$ cat src/rtl/dual_digit_pkg.sv
// Shared types and constants for the two-digit multiplexed 7-segment scanner.
package dual_digit_pkg;

   localparam int SEG_W = 7;
   localparam logic [SEG_W-1:0] SEG_OFF = 7'h7F;

   typedef enum logic [1:0] {
      SHOW1  = 2'd0,
      BLANK1 = 2'd1,
      SHOW2  = 2'd2,
      BLANK2 = 2'd3
   } scan_state_t;

endpackage

$ cat src/rtl/seven_seg_decoder.sv
// Combinational hex (0-F) to active-low 7-segment decode, segment order {g,f,e,d,c,b,a}.
module seven_seg_decoder
   import dual_digit_pkg::*;
(
   input  logic [3:0]       digit,
   output logic [SEG_W-1:0] seg
);

   always_comb begin
      seg = SEG_OFF;
      case (digit)
         4'h0: seg = 7'b1000000;
         4'h1: seg = 7'b1111001;
         4'h2: seg = 7'b0100100;
         4'h3: seg = 7'b0110000;
         4'h4: seg = 7'b0011001;
         4'h5: seg = 7'b0010010;
         4'h6: seg = 7'b0000010;
         4'h7: seg = 7'b1111000;
         4'h8: seg = 7'b0000000;
         4'h9: seg = 7'b0010000;
         4'hA: seg = 7'b0001000;
         4'hB: seg = 7'b0000011;
         4'hC: seg = 7'b1000110;
         4'hD: seg = 7'b0100001;
         4'hE: seg = 7'b0000110;
         4'hF: seg = 7'b0001110;
         default: seg = SEG_OFF;
      endcase
   end

endmodule

$ cat src/rtl/dual_digit_scan.sv
// Two-digit time-multiplexed 7-segment scanner with inter-digit blanking and per-frame input latch.
// Optional build macro: DUAL_DIGIT_LZ_BLANK_EN (leading-zero suppression on the left digit).
//
// state  | meaning
// SHOW1  | left digit lit (hex1_num=0) for DWELL_CYCLES
// BLANK1 | both digits dark for BLANK_CYCLES (skipped when 0)
// SHOW2  | right digit lit (hex2_num=0) for DWELL_CYCLES
// BLANK2 | both digits dark for BLANK_CYCLES; reset state
module dual_digit_scan
   import dual_digit_pkg::*;
#(
   parameter int DWELL_CYCLES = 24000,
   parameter int BLANK_CYCLES = 240
) (
   input  logic             clk,
   input  logic             reset,
   input  logic [3:0]       s1,
   input  logic [3:0]       s2,
   output logic [SEG_W-1:0] seg,
   output logic             hex1_num,
   output logic             hex2_num,
   output logic             frame_tick
);

   localparam int MAX_CYCLES = (DWELL_CYCLES > BLANK_CYCLES) ? DWELL_CYCLES : BLANK_CYCLES;
   localparam int CNT_W      = $clog2(MAX_CYCLES + 1);
   localparam int BLANK_TC   = (BLANK_CYCLES > 0) ? BLANK_CYCLES - 1 : 0;

   localparam logic [CNT_W-1:0] DWELL_LAST = CNT_W'(DWELL_CYCLES - 1);
   localparam logic [CNT_W-1:0] BLANK_LAST = CNT_W'(BLANK_TC);
   localparam logic             HAS_BLANK  = (BLANK_CYCLES > 0);

   scan_state_t      state_q, state_d;
   logic [CNT_W-1:0] cnt_q, cnt_d;
   logic [3:0]       d1_q, d2_q, d1_d, d2_d;
   logic             last_cycle;
   logic             enter_show1;
   logic [3:0]       dec_digit;
   logic [SEG_W-1:0] dec_seg;
   logic [SEG_W-1:0] seg_d;
   logic             hex1_d, hex2_d;

   always_comb begin
      state_d    = state_q;
      cnt_d      = cnt_q + CNT_W'(1);
      last_cycle = 1'b0;

      case (state_q)
         SHOW1, SHOW2: last_cycle = (cnt_q == DWELL_LAST);
         default:      last_cycle = !HAS_BLANK || (cnt_q == BLANK_LAST);
      endcase

      if (last_cycle) begin
         cnt_d = '0;
         case (state_q)
            SHOW1:   state_d = HAS_BLANK ? BLANK1 : SHOW2;
            BLANK1:  state_d = SHOW2;
            SHOW2:   state_d = HAS_BLANK ? BLANK2 : SHOW1;
            default: state_d = SHOW1;
         endcase
      end
   end

   // Inputs are captured only on the transition into SHOW1 so a frame is never torn.
   always_comb begin
      enter_show1 = last_cycle && (state_d == SHOW1);
      d1_d        = enter_show1 ? s1 : d1_q;
      d2_d        = enter_show1 ? s2 : d2_q;
      dec_digit   = (state_d == SHOW1) ? d1_d : d2_d;
   end

   seven_seg_decoder u_decoder (
      .digit (dec_digit),
      .seg   (dec_seg)
   );

   // Outputs are derived from next-state so they switch on the same edge as the FSM.
   always_comb begin
      hex1_d = 1'b1;
      hex2_d = 1'b1;
      seg_d  = SEG_OFF;
      case (state_d)
         SHOW1: begin
            hex1_d = 1'b0;
            seg_d  = dec_seg;
`ifdef DUAL_DIGIT_LZ_BLANK_EN
            if (d1_d == 4'h0) begin
               hex1_d = 1'b1;
               seg_d  = SEG_OFF;
            end
`endif
         end
         SHOW2: begin
            hex2_d = 1'b0;
            seg_d  = dec_seg;
         end
         default: begin
            hex1_d = 1'b1;
            hex2_d = 1'b1;
            seg_d  = SEG_OFF;
         end
      endcase
   end

   always_ff @(posedge clk) begin
      if (reset) begin
         state_q    <= BLANK2;
         cnt_q      <= '0;
         d1_q       <= 4'h0;
         d2_q       <= 4'h0;
         seg        <= SEG_OFF;
         hex1_num   <= 1'b1;
         hex2_num   <= 1'b1;
         frame_tick <= 1'b0;
      end else begin
         state_q    <= state_d;
         cnt_q      <= cnt_d;
         d1_q       <= d1_d;
         d2_q       <= d2_d;
         seg        <= seg_d;
         hex1_num   <= hex1_d;
         hex2_num   <= hex2_d;
         frame_tick <= enter_show1;
      end
   end

endmodule

$ cat config.mk
export PLATFORM = sky130hd
export DESIGN_NAME = dual_digit_scan
export DESIGN_NICKNAME = d
export VERILOG_FILES = /design/src/rtl/dual_digit_pkg.sv /design/src/rtl/seven_seg_decoder.sv /design/src/rtl/dual_digit_scan.sv
export SDC_FILE = /design/constraint.sdc
export NUM_CORES = 1
export LEC_CHECK = 0
export CORE_MARGIN = 2
export CORE_UTILIZATION = 56
export DETAILED_ROUTE_END_ITERATION = 10
export GPL_TIMING_DRIVEN = 0
export PLACE_DENSITY = 0.79
export SKIP_LAST_GASP = 1
export SLEW_MARGIN = 15
export SYNTH_ARGS = -nofsm -noshare
export SYNTH_HDL_FRONTEND = slang
export SYNTH_SLANG_ARGS = --single-unit
$ cat constraint.sdc
create_clock -name clk -period 8.5 [get_ports clk]
set_input_delay 1.7 -clock clk [delete_from_list [all_inputs] [get_ports clk]]
set_output_delay 1.7 -clock clk [all_outputs]
set_load 0.005 [all_outputs]
* Word level (Yosys, flattened, before mapping)
Memory sizes are Yosys's and may differ from the RTL's. A register that Yosys moved wholly into a read port is not among the register bits.
Cells that the tools add are included.
** Cells by class
- $add $sub $neg :: 1
- Bitwise gates (word level) :: 1
- Reductions and logical operators :: 7
- Eq/ne operators :: 5
- Multiplexer cells :: 8
** Operator list (number)
- 15-bit by 1-bit adder with 15-bit output, second input constant :: 1
- 15-bit equality test, second input constant :: 1
- 15-bit by 8-bit equality test with 1-bit output, second input constant :: 1
- 4-bit 2-to-1 mux :: 3
- 2-bit OR reduction :: 4
- 2-bit case mux with 3 select lines :: 1
- 2-bit equality test, second input constant :: 2
- 2-bit zero test :: 2
- 1-bit 2-to-1 mux :: 3
- 2-bit by 1-bit equality test with 1-bit output, second input constant :: 1
- 2-bit 2-to-1 mux :: 1
- 1-bit logical AND :: 1
- 1-bit NOT :: 1
** Storage, ports and cells
- Input bits :: 10
- Output and inout port bits :: 10
- Memories kept :: 1
- Flip-flop bits (word level) :: 28
- ROM bits :: 112
- Logic and storage cells :: 30
** Memories
- (name not given) :: words 16, bits a word 7, rd ports 1, clocked after Yosys merged registers in 1, write ports 0, RTL line seven_seg_decoder.sv:11 : case (digit)

* Longest topological paths before layout
Gate-level depths: netlist of run 1.
- Depth after elaboration :: 8
- Depth in mapped cells :: 11
- Mapped depth without buffers :: 11

* Hierarchy
From an unflattened synthesis of run 1, not the netlist that was laid out.
** Second synthesis, totals
- Cells, all modules :: 193
- Area, all modules :: 1775.5 µm²
** By module, submodules not included
- dual_digit_scan :: sequential area each 700.7 µm², area each 1500.2 µm², cells an instance 161, times used 1
- seven_seg_decoder :: sequential area each 0.0 µm², area each 275.3 µm², cells an instance 32, times used 1

* Worst setup path after synthesis of run 1
Ideal clock, no wire load.
- Path type :: input port to flip-flop
- Start :: in s1[0]
- End :: reg seg[3]
- Stages :: 5
- Setup time :: 0.117 ns
- Slack :: 5.453 ns
- Path buffers :: 0
- Required time :: 8.383 ns
- Arrival :: 2.931 ns
- Cells stage by stage :: o221ai_1 inv_2 ha_1 mux2_1 o22a_1
** Between the ends
- Longest elaborated chain between the ends :: 2
** RTL lines
- from (decl) :: RTL line dual_digit_scan.sv:17 : input logic [3:0] s1,
- 4-bit 2-to-1 mux :: RTL line dual_digit_scan.sv:67 : d1_d = enter_show1 ? s1 : d1_q;
- 4-bit 2-to-1 mux :: RTL line dual_digit_scan.sv:69 : dec_digit = (state_d == SHOW1) ? d1_d : d2_d;
- to (decl) :: RTL line dual_digit_scan.sv:19 : output logic [SEG_W-1:0] seg,
Every way passes these cells.
A chain may end at the register's enable or synchronous reset.

* Worst setup path after layout of run 1
Ends and elaborated chain as after synthesis.

==> metrics.md, run 1 <==
| Metric | Value |
|---|---|
| FFs w/ async S/R, synth | 0% |
| CTS clk-pin slew, worst paths | ~0.1 ns |
| Gr ovfl total | 0 |
| Core area | 2980 µm² |
| CP Launch Type | input pin |
| Switch Pwr | around 60 µW |
| PwrDens | approximately 130 nW/µm² |
| CP startpoint | s1[0] |
| Critical Path End | seg[3]$_SDFF_PP1_ |
| Yosys reg bits | 35 |
| Crit path cell chain | clkdlybuf4s50_1 > o221ai_1 > inv_2 > ha_1 > mux2_1 > o22a_1 |
| Seq pwr share | 63.4% |
| Biggest area consumer among synthesized cells | dfxtp_1 |
| DRT iter0 DRCs | 52 |
| Final setup viols | 0 |
| DR vias/cell | 5.67 |
| Synth top area share | ~40% |
| Slowest Stage Delay on Critical Path | about 0.60 ns |
| Reg2Reg Capture Point | seg[3]$_SDFF_PP1_ |
| Vias in the first global route | ~1400 |
| Post-CTS Setup Bufs | 0 |
| Max IR drop VDD | about 0.000094 V |
| DIE HEIGHT | between 50 and 60 µm |
| Hold_ws | 0.452 ns |
| Clock share of power | between 30% and 40% |
| Fin nets | roughly 240 |
| Total power draw | roughly 260 µW |
| Worst-Margin Slew | 0.713 ns |
| PostCTS Resize Cnt | 0 |
| Layout area overhead | 16.3% |
| R2r worst-path depth | 10 |
| GRT Overall Usage | 22.8% |
| Post-layout minimum cycle time | 3.35 ns |
| Critical path class | input pin to register |
| Reg area | 701 µm² |
| Max frequency | approximately 300 MHz |
| Worst-path maximum fanout | 8 |
| Clock Tree Root | clkbuf_4 |
| Clk sink count | 35 |
| Diodes inserted | 0 |
| Avg Cell Area, Syn | around 9 µm² |
| Antenna violations before repair | 0 |
| Dpl ws | about 4.8 ns |
| Final hold vios | 0 |
| Largest net degree at the start of global routing | 11 |
| Final WL | 3.47 mm |
| Comb power frac | roughly 3.5% |
| I/O pin cnt | 20 |
| Starting Density | between 50% and 60% |
| DRT Pass-1 Iters | 4 |
| Post-Route Utilization | about 67% |
| Worst path top cell family by delay | compound AO/OA/AOI/OAI gates |
| Seq/Total Area, Yosys | 40.7% |
| Routed len/inst | 13.8 µm |
| Final Cycle Share | slightly below 40% |
| Slew Limit Headroom | 52.4% |
| Vias post-DR | between 1000 and 1500 |
| Synth top area cells | dfxtp_1 (41%), ha_1 (6.5%), nand2_1 (5.0%) |
| Clk_lat worst skew | approximately 0.35 ns |
| Final GP Congestion | roughly 0.78 |
| DRC | 0 |
| CTS tree | done |
| Leakage | between 0.0007 and 0.0008 µW |
| Num CTS Buffers | 5 |
| Max-Cap Viols | 0 |
| Num rows | 20 |
| Switching Fraction | ~23% |
| Post-synth EDFFs | 0 |
| RSZ-0062 raised after global routing | false |
| Reg2Reg Launch Point | state_q[0]$_SDFF_PP1_ |
| Register-to-register setup slack | approximately 5.3 ns |
| YS warnings | 0 |
| H-tree depth | 2 |
| Die ar. | ~3500 µm² |
| Multi-input logic area | 953 µm² |
| Worst EP required | 8.75 ns |
| Number of fillers in the final layout | around 260 |
| Cell count along the critical path | 6 |
| Setup WS post-layout | approximately 5.1 ns |
| Routed Antenna Nets | 0 |
| Cts hold-fix bufs | 0 |
| Worst path bufs/invs | 2 |
| Top-count cell post-synth | dfxtp_1 |
| Netlist cell types | between 40 and 50 |
| Share of layout cells above drive strength 1 | under 10% |
| Final setup skew | 0.0100 ns |
| Status | completed |
| CTS max path bufs | 2 |
| Cells after Synth | 192 |
| Synth cell count leaders | dfxtp_1 (35), nand2_1 (23), nor2_1 (22), a21oi_1 (9), ha_1 (9) |
| Dpl hpwl | ~2.6 mm |
| Hold Path Class | register to register |
| Setup TNS | 0 ns |
| Main synth FF type | dfxtp_1 |
| Internal power | 202 µW |
| Slowest-stage cell, CP | o221ai_1 |
| Die W | between 50 and 60 µm |
| Mapped Area | between 1500 and 2000 µm² |
| Worst setup EP type | register |
| Max-slew violations | 0 |
| Arrival time at the worst endpoint | 3.60 ns |
| First-pass GRT wire length | 6.04 mm |
| Syn_nets | approximately 210 |
| Port bufs | 19 |
==> how the worst min path moves through the flow <==
stage                            start                  to  slack (ns)  cells past startpoint
floorplan           d1_q[2]$_SDFF_PP0_  d1_q[2]$_SDFF_PP0_        0.43                      2
global placement    d2_q[1]$_SDFF_PP0_  d2_q[1]$_SDFF_PP0_        0.44                      2
detailed placement  d1_q[2]$_SDFF_PP0_  d1_q[2]$_SDFF_PP0_        0.44                      2
CTS                 d1_q[2]$_SDFF_PP0_  d1_q[2]$_SDFF_PP0_        0.45                      2
global route        d2_q[2]$_SDFF_PP0_  d2_q[2]$_SDFF_PP0_        0.48                      2
finish              d1_q[2]$_SDFF_PP0_  d1_q[2]$_SDFF_PP0_        0.45                      2
==> per-layer routing <==
metal | part of all wire (%) | routed length (µm) | global-route usage, %
met1 | 46 | 1600 | 28.0
met2 | 46 | 1600 | 36.6
met3 | 4.7 | 162 | 7.21
met4 | 2.9 | 102 | 9.74
met5 | 0 | 0 | 0
==> cell type report <==
class	instances	share of cell area [%]
timing repair buffer	19	9.49
buffer	6	1.94
inverter	8	1.50
clock buffer	7	2.25
sequential	35	35.0
tap	33	2.06
clock inverter	1	0.250
multi-input combinational	143	47.6
==> metrics by stage <==
step                instances  cell area [µm²]
floorplan                 192             1720
global placement          244             1950
detailed placement        244             1950
CTS                       252             2000
global route              252             2000
finish                    252             2000
==> cell usage in the layout, fill, tap and decap left out, drive strengths merged, types with 4 or more instances in the layout <==
| cell | n |
|---|---|
| and3 | 7 |
| inv | 8 |
| mux2i | 4 |
| o221ai | 4 |
| xor2 | 6 |
| o21ai | 5 |
| nor2 | 23 |
| nor3 | 4 |
| nand2 | 23 |
| or3 | 5 |
| dfxtp | 35 |
| a211oi | 4 |
| xnor2 | 7 |
| ha | 9 |
| a21oi | 10 |
| clkdlybuf4s50 | 19 |
| nand3 | 8 |
| clkbuf | 10 |
==> sequential cells by signal (all words and copies together) (netlist names) <==
register,flops
frame_tick,1
hex1_num,1
state_q,2
d2_q,4
cnt_q,15
seg,7
hex2_num,1
d1_q,4
==> cell families after synthesis <==
logic type      count (synthesis)  share of synthesized area, %
compound gates                 33                          14.6
xor+xnor                       13                          6.61
mux                             6                          3.85
flops                          35                          40.7
simple gates                   82                          23.7
fa+ha+maj                       9                          6.54
buf+inv                        14                          3.99
==> power groups by stage <==
stage / combinational [µW] / clock [µW] / sequential [µW]
floorplan: 3.42 / 0 / 170
global placement: 8.69 / 0 / 170
detailed placement: 9.15 / 0 / 170
CTS: 9.22 / 88.5 / 166
global route: 9.96 / 96.5 / 167
finish: 9.18 / 86.6 / 166
==> worst register-to-register path: stages, from the launching register on <==
cell and delay [ns]:
dfxtp_1 0.52, inv_1 0.11, ha_1 0.32, nor3_1 0.21, o211ai_1 0.21, clkbuf_1 0.26, o221ai_1 0.62, inv_2 0.08
ha_1 0.27, mux2_1 0.30, o22a_1 0.20
No activity file was read; power rests on OpenSTA's default activity.
==> run 2: changes to the inputs <==
- CORE_UTILIZATION: 56 -> 55
- PLACE_DENSITY: 0.79 -> 0.78
- clock period: 8.5 -> 3.1 ns (I/O delays scaled with it)
==> run 2 against run 1 <==
  * Sequential share of layout area decreased by 0.81 points
  * Flip-flop and latch count unchanged
  * Wire length decreased by 0.69%
  * Non-clock buffer count unchanged
  * Count of clock-buffer cells in the layout unchanged
  * Clock power increased to 2.8 times the previous value
  * Register-to-register slack got worse by 5.0 ns
  * Hold slack improved by 0.0029 ns
  * Highest routed layer unchanged
==> metrics.md, run 2 (synthesized netlist as in run 1, its figures left out) <==
| Metric | Value |
|---|---|
| Final setup viols | 0 |
| Final setup skew | 0.0140 ns |
| RSZ-0062 raised after global routing | false |
| Hold Path Cell Cnt | 2 |
| Num CTS Buffers | 5 |
| Fin nets | between 200 and 250 |
| Met2 Use GR | 35.4% |
| Final GP Congestion | 0.840 |
| Worst-path maximum fanout | 8 |
| Routed len/inst | 13.1 µm |
| Clk sink count | 35 |
| Port bufs | 19 |
| Worst EP required | ~3.4 ns |
| H-tree depth | 2 |
| Crit path cell chain | nand4_1 > or4_4 > a21oi_4 > o21ai_1 > o221ai_4 > inv_2 > ha_1 > mux2_1 > o22a_1 |
| Status | completed |
| Comb power frac | under 10% |
| I/O pin cnt | 20 |
| Clock share of power | ~33% |
| Core area | 3030 µm² |
| Starting Density | 56.9% |
| Biggest regs | cnt_q (15), seg (7) |
| DR vias/cell | ~5.5 |
| Final Cycle Share | a little over 90% |
| Worst setup EP type | register |
| Num rows | 20 |
| Internal power | 555 µW |
| Share of layout cells above drive strength 1 | 10.5% |
| Max-slew violations | 0 |
| Max IR drop VDD | 0.000246 V |
| PwrDens | 351 nW/µm² |
| DRC | 0 |
| CTS tree | done |
| Max FFs per register | 15 |
| Gr ovfl total | 0 |
| First-pass GRT wire length | 6.02 mm |
| Slew Limit Headroom | 71.8% |
| GRT Overall Usage | about 23% |
| Max frequency | ~350 MHz |
| Post-DP Area | a little under 2000 µm² |
| Register-to-register setup slack | 0.25 ns |
| Post-layout minimum cycle time | between 2 and 3 ns |
| Diodes inserted | 0 |
| CTS max path bufs | 2 |
| HP Start | d1_q[1]$_SDFF_PP0_ |
| Setup TNS | 0 ns |
| Die ar. | 3600 µm² |
| Critical path class | register to register |
| CP Launch Type | register |
| Most common cell after layout, fill and taps aside | dfxtp_1 |
| Reg2Reg Capture Point | seg[3]$_SDFF_PP1_ |
| Hold path endpoint | d1_q[1]$_SDFF_PP0_ |
| Hold Path Class | register to register |
| Max-Cap Viols | 0 |
| Worst-Margin Slew | about 0.42 ns |
| DIE HEIGHT | 60.0 µm |
| Leakage | between 0.0007 and 0.0008 µW |
| Switching Fraction | between 20% and 30% |
| Clock Tree Root | clkbuf_4 |
| CTS clk-pin slew, worst paths | 0.11 ns |
| R2r worst-path depth | 9 |
| Clk_lat worst skew | 0.35 ns |
| Largest net degree at the start of global routing | 11 |
| DRT Pass-1 Iters | 4 |
| Grt met3 use | 6.71% |
| Reg2Reg Launch Point | cnt_q[8]$_SDFF_PP0_ |
| Slowest Stage Delay on Critical Path | 0.53 ns |
| Dpl hpwl | 2.56 mm |
| Final WL | roughly 3.4 mm |
| Routed Antenna Nets | 0 |
| Vias post-DR | around 1400 |
| Arrival time at the worst endpoint | between 3 and 4 ns |
| GR Layer Usage met1 | about 29% |
| Global route hottest layer | met2 |
| DRT iter0 DRCs | 44 |
| Design Area, Final | between 2000 and 2500 µm² |
| Switch Pwr | between 150 and 200 µW |
| Die W | around 60 µm |
| Final hold vios | 0 |
| Antenna violations before repair | 0 |
| Seq pwr share | 63.1% |
| Slowest-stage cell, CP | or4_4 |
| Layout area overhead | 19.3% |
| Largest reg by FF count | cnt_q |
| Vias in the first global route | around 1400 |
| Post-CTS Setup Bufs | 0 |
| Most frequent cells in the layout | dfxtp_1 (34), nand2_1 (23), nor2_1 (22), clkdlybuf4s50_1 (19) |
-- run 2: cell types whose count changed in the layout (fill, tap and decap cells not counted) --
cell / change
o221ai_1: -2
o221ai_4: +2
clkbuf_1: -1
clkbuf_2: +1
dfxtp_1: -1
dfxtp_2: +1
-- run 2: worst max path at each step --
stage	slack, ns	to	start
floorplan	0.34	seg[3]$_SDFF_PP1_	state_q[0]$_SDFF_PP1_
CTS	0.09	seg[3]$_SDFF_PP1_	state_q[0]$_SDFF_PP1_
finish	0.25	seg[3]$_SDFF_PP1_	cnt_q[8]$_SDFF_PP0_
global placement	0.05	seg[3]$_SDFF_PP1_	state_q[0]$_SDFF_PP1_
global route	0.07	seg[3]$_SDFF_PP1_	state_q[0]$_SDFF_PP1_
detailed placement	-0.09	seg[3]$_SDFF_PP1_	state_q[0]$_SDFF_PP1_
-- run 2: critical path, delay by kind of cell, from the launching register on --
family | cells | cell delay (ns)
AOI/OAI and AO/OA | 4 | 0.98
DFF | 1 | 0.45
and+or+nand+nor | 2 | 0.69
buffers and inverters | 1 | 0.07
muxes | 1 | 0.31
adders and majority gates | 1 | 0.26
-- run 2: final cells by class --
cell class | count | area (µm²)
clock buffers | 7 | 45.0
flip-flops and latches | 35 | 702
clock inverters | 1 | 5.00
inverters | 8 | 30.0
multi-input cells | 143 | 988
plain buffers | 6 | 40.0
well taps | 44 | 55.1
repair buffers | 19 | 190
fillers | 259 | 972
-- run 2: metal layers --
| metal | vias to the layer above | routed length [µm] |
|---|---|---|
| li1 | 724 | - |
| met2 | 36 | 1580 |
| met4 | 0 | 83 |
| met3 | 9 | 157 |
| met1 | 674 | 1620 |
| met5 | - | 0 |
-- run 2: power by group through the flow --
stage / sequential [µW] / clock, µW / combinational, µW
final: 456 / 241 / 26.0
after floorplan: 466 / 0 / 9.36
after global placement: 466 / 0 / 23.9
after CTS: 456 / 245 / 25.4
after global routing: 457 / 269 / 29.1
after detailed placement: 466 / 0 / 24.9
-- run 2: repair_timing --
action | CTS | global route
hold buffers | 0 | 0
resized for setup | 2 | 5
endpoints found under the setup margin | 1 | 5
-- run 2: through the flow --
stage               setup slack, ns  instances  util [%]  power (µW)  hold WS, ns
CTS                          0.0914        263      67.1         727        0.457
global placement             0.0453        255      65.0         490        0.435
finish                        0.254        263      67.9         722        0.455
detailed placement          -0.0931        255      65.0         491        0.442
global route                 0.0697        263      67.9         754        0.483
floorplan                     0.337        192         -         475        0.426
==> run 3: changes to the inputs <==
--- a/config.mk
+++ b/config.mk
@@ -6,4 +6,5 @@
 export NUM_CORES = 1
 export LEC_CHECK = 0
+export CAP_MARGIN = 20
 export CORE_MARGIN = 2
 export CORE_UTILIZATION = 55
==> constraint.sdc (replaced) <==
create_clock -name clk -period 3.1 [get_ports clk]
set_input_delay 0.62 -clock clk [delete_from_list [all_inputs] [get_ports clk]]
set_output_delay 0.62 -clock clk [all_outputs]
set_load 0.05 [all_outputs]
==> results of run 3 <==
The final DEF is identical to that of run 2. Status: completed.
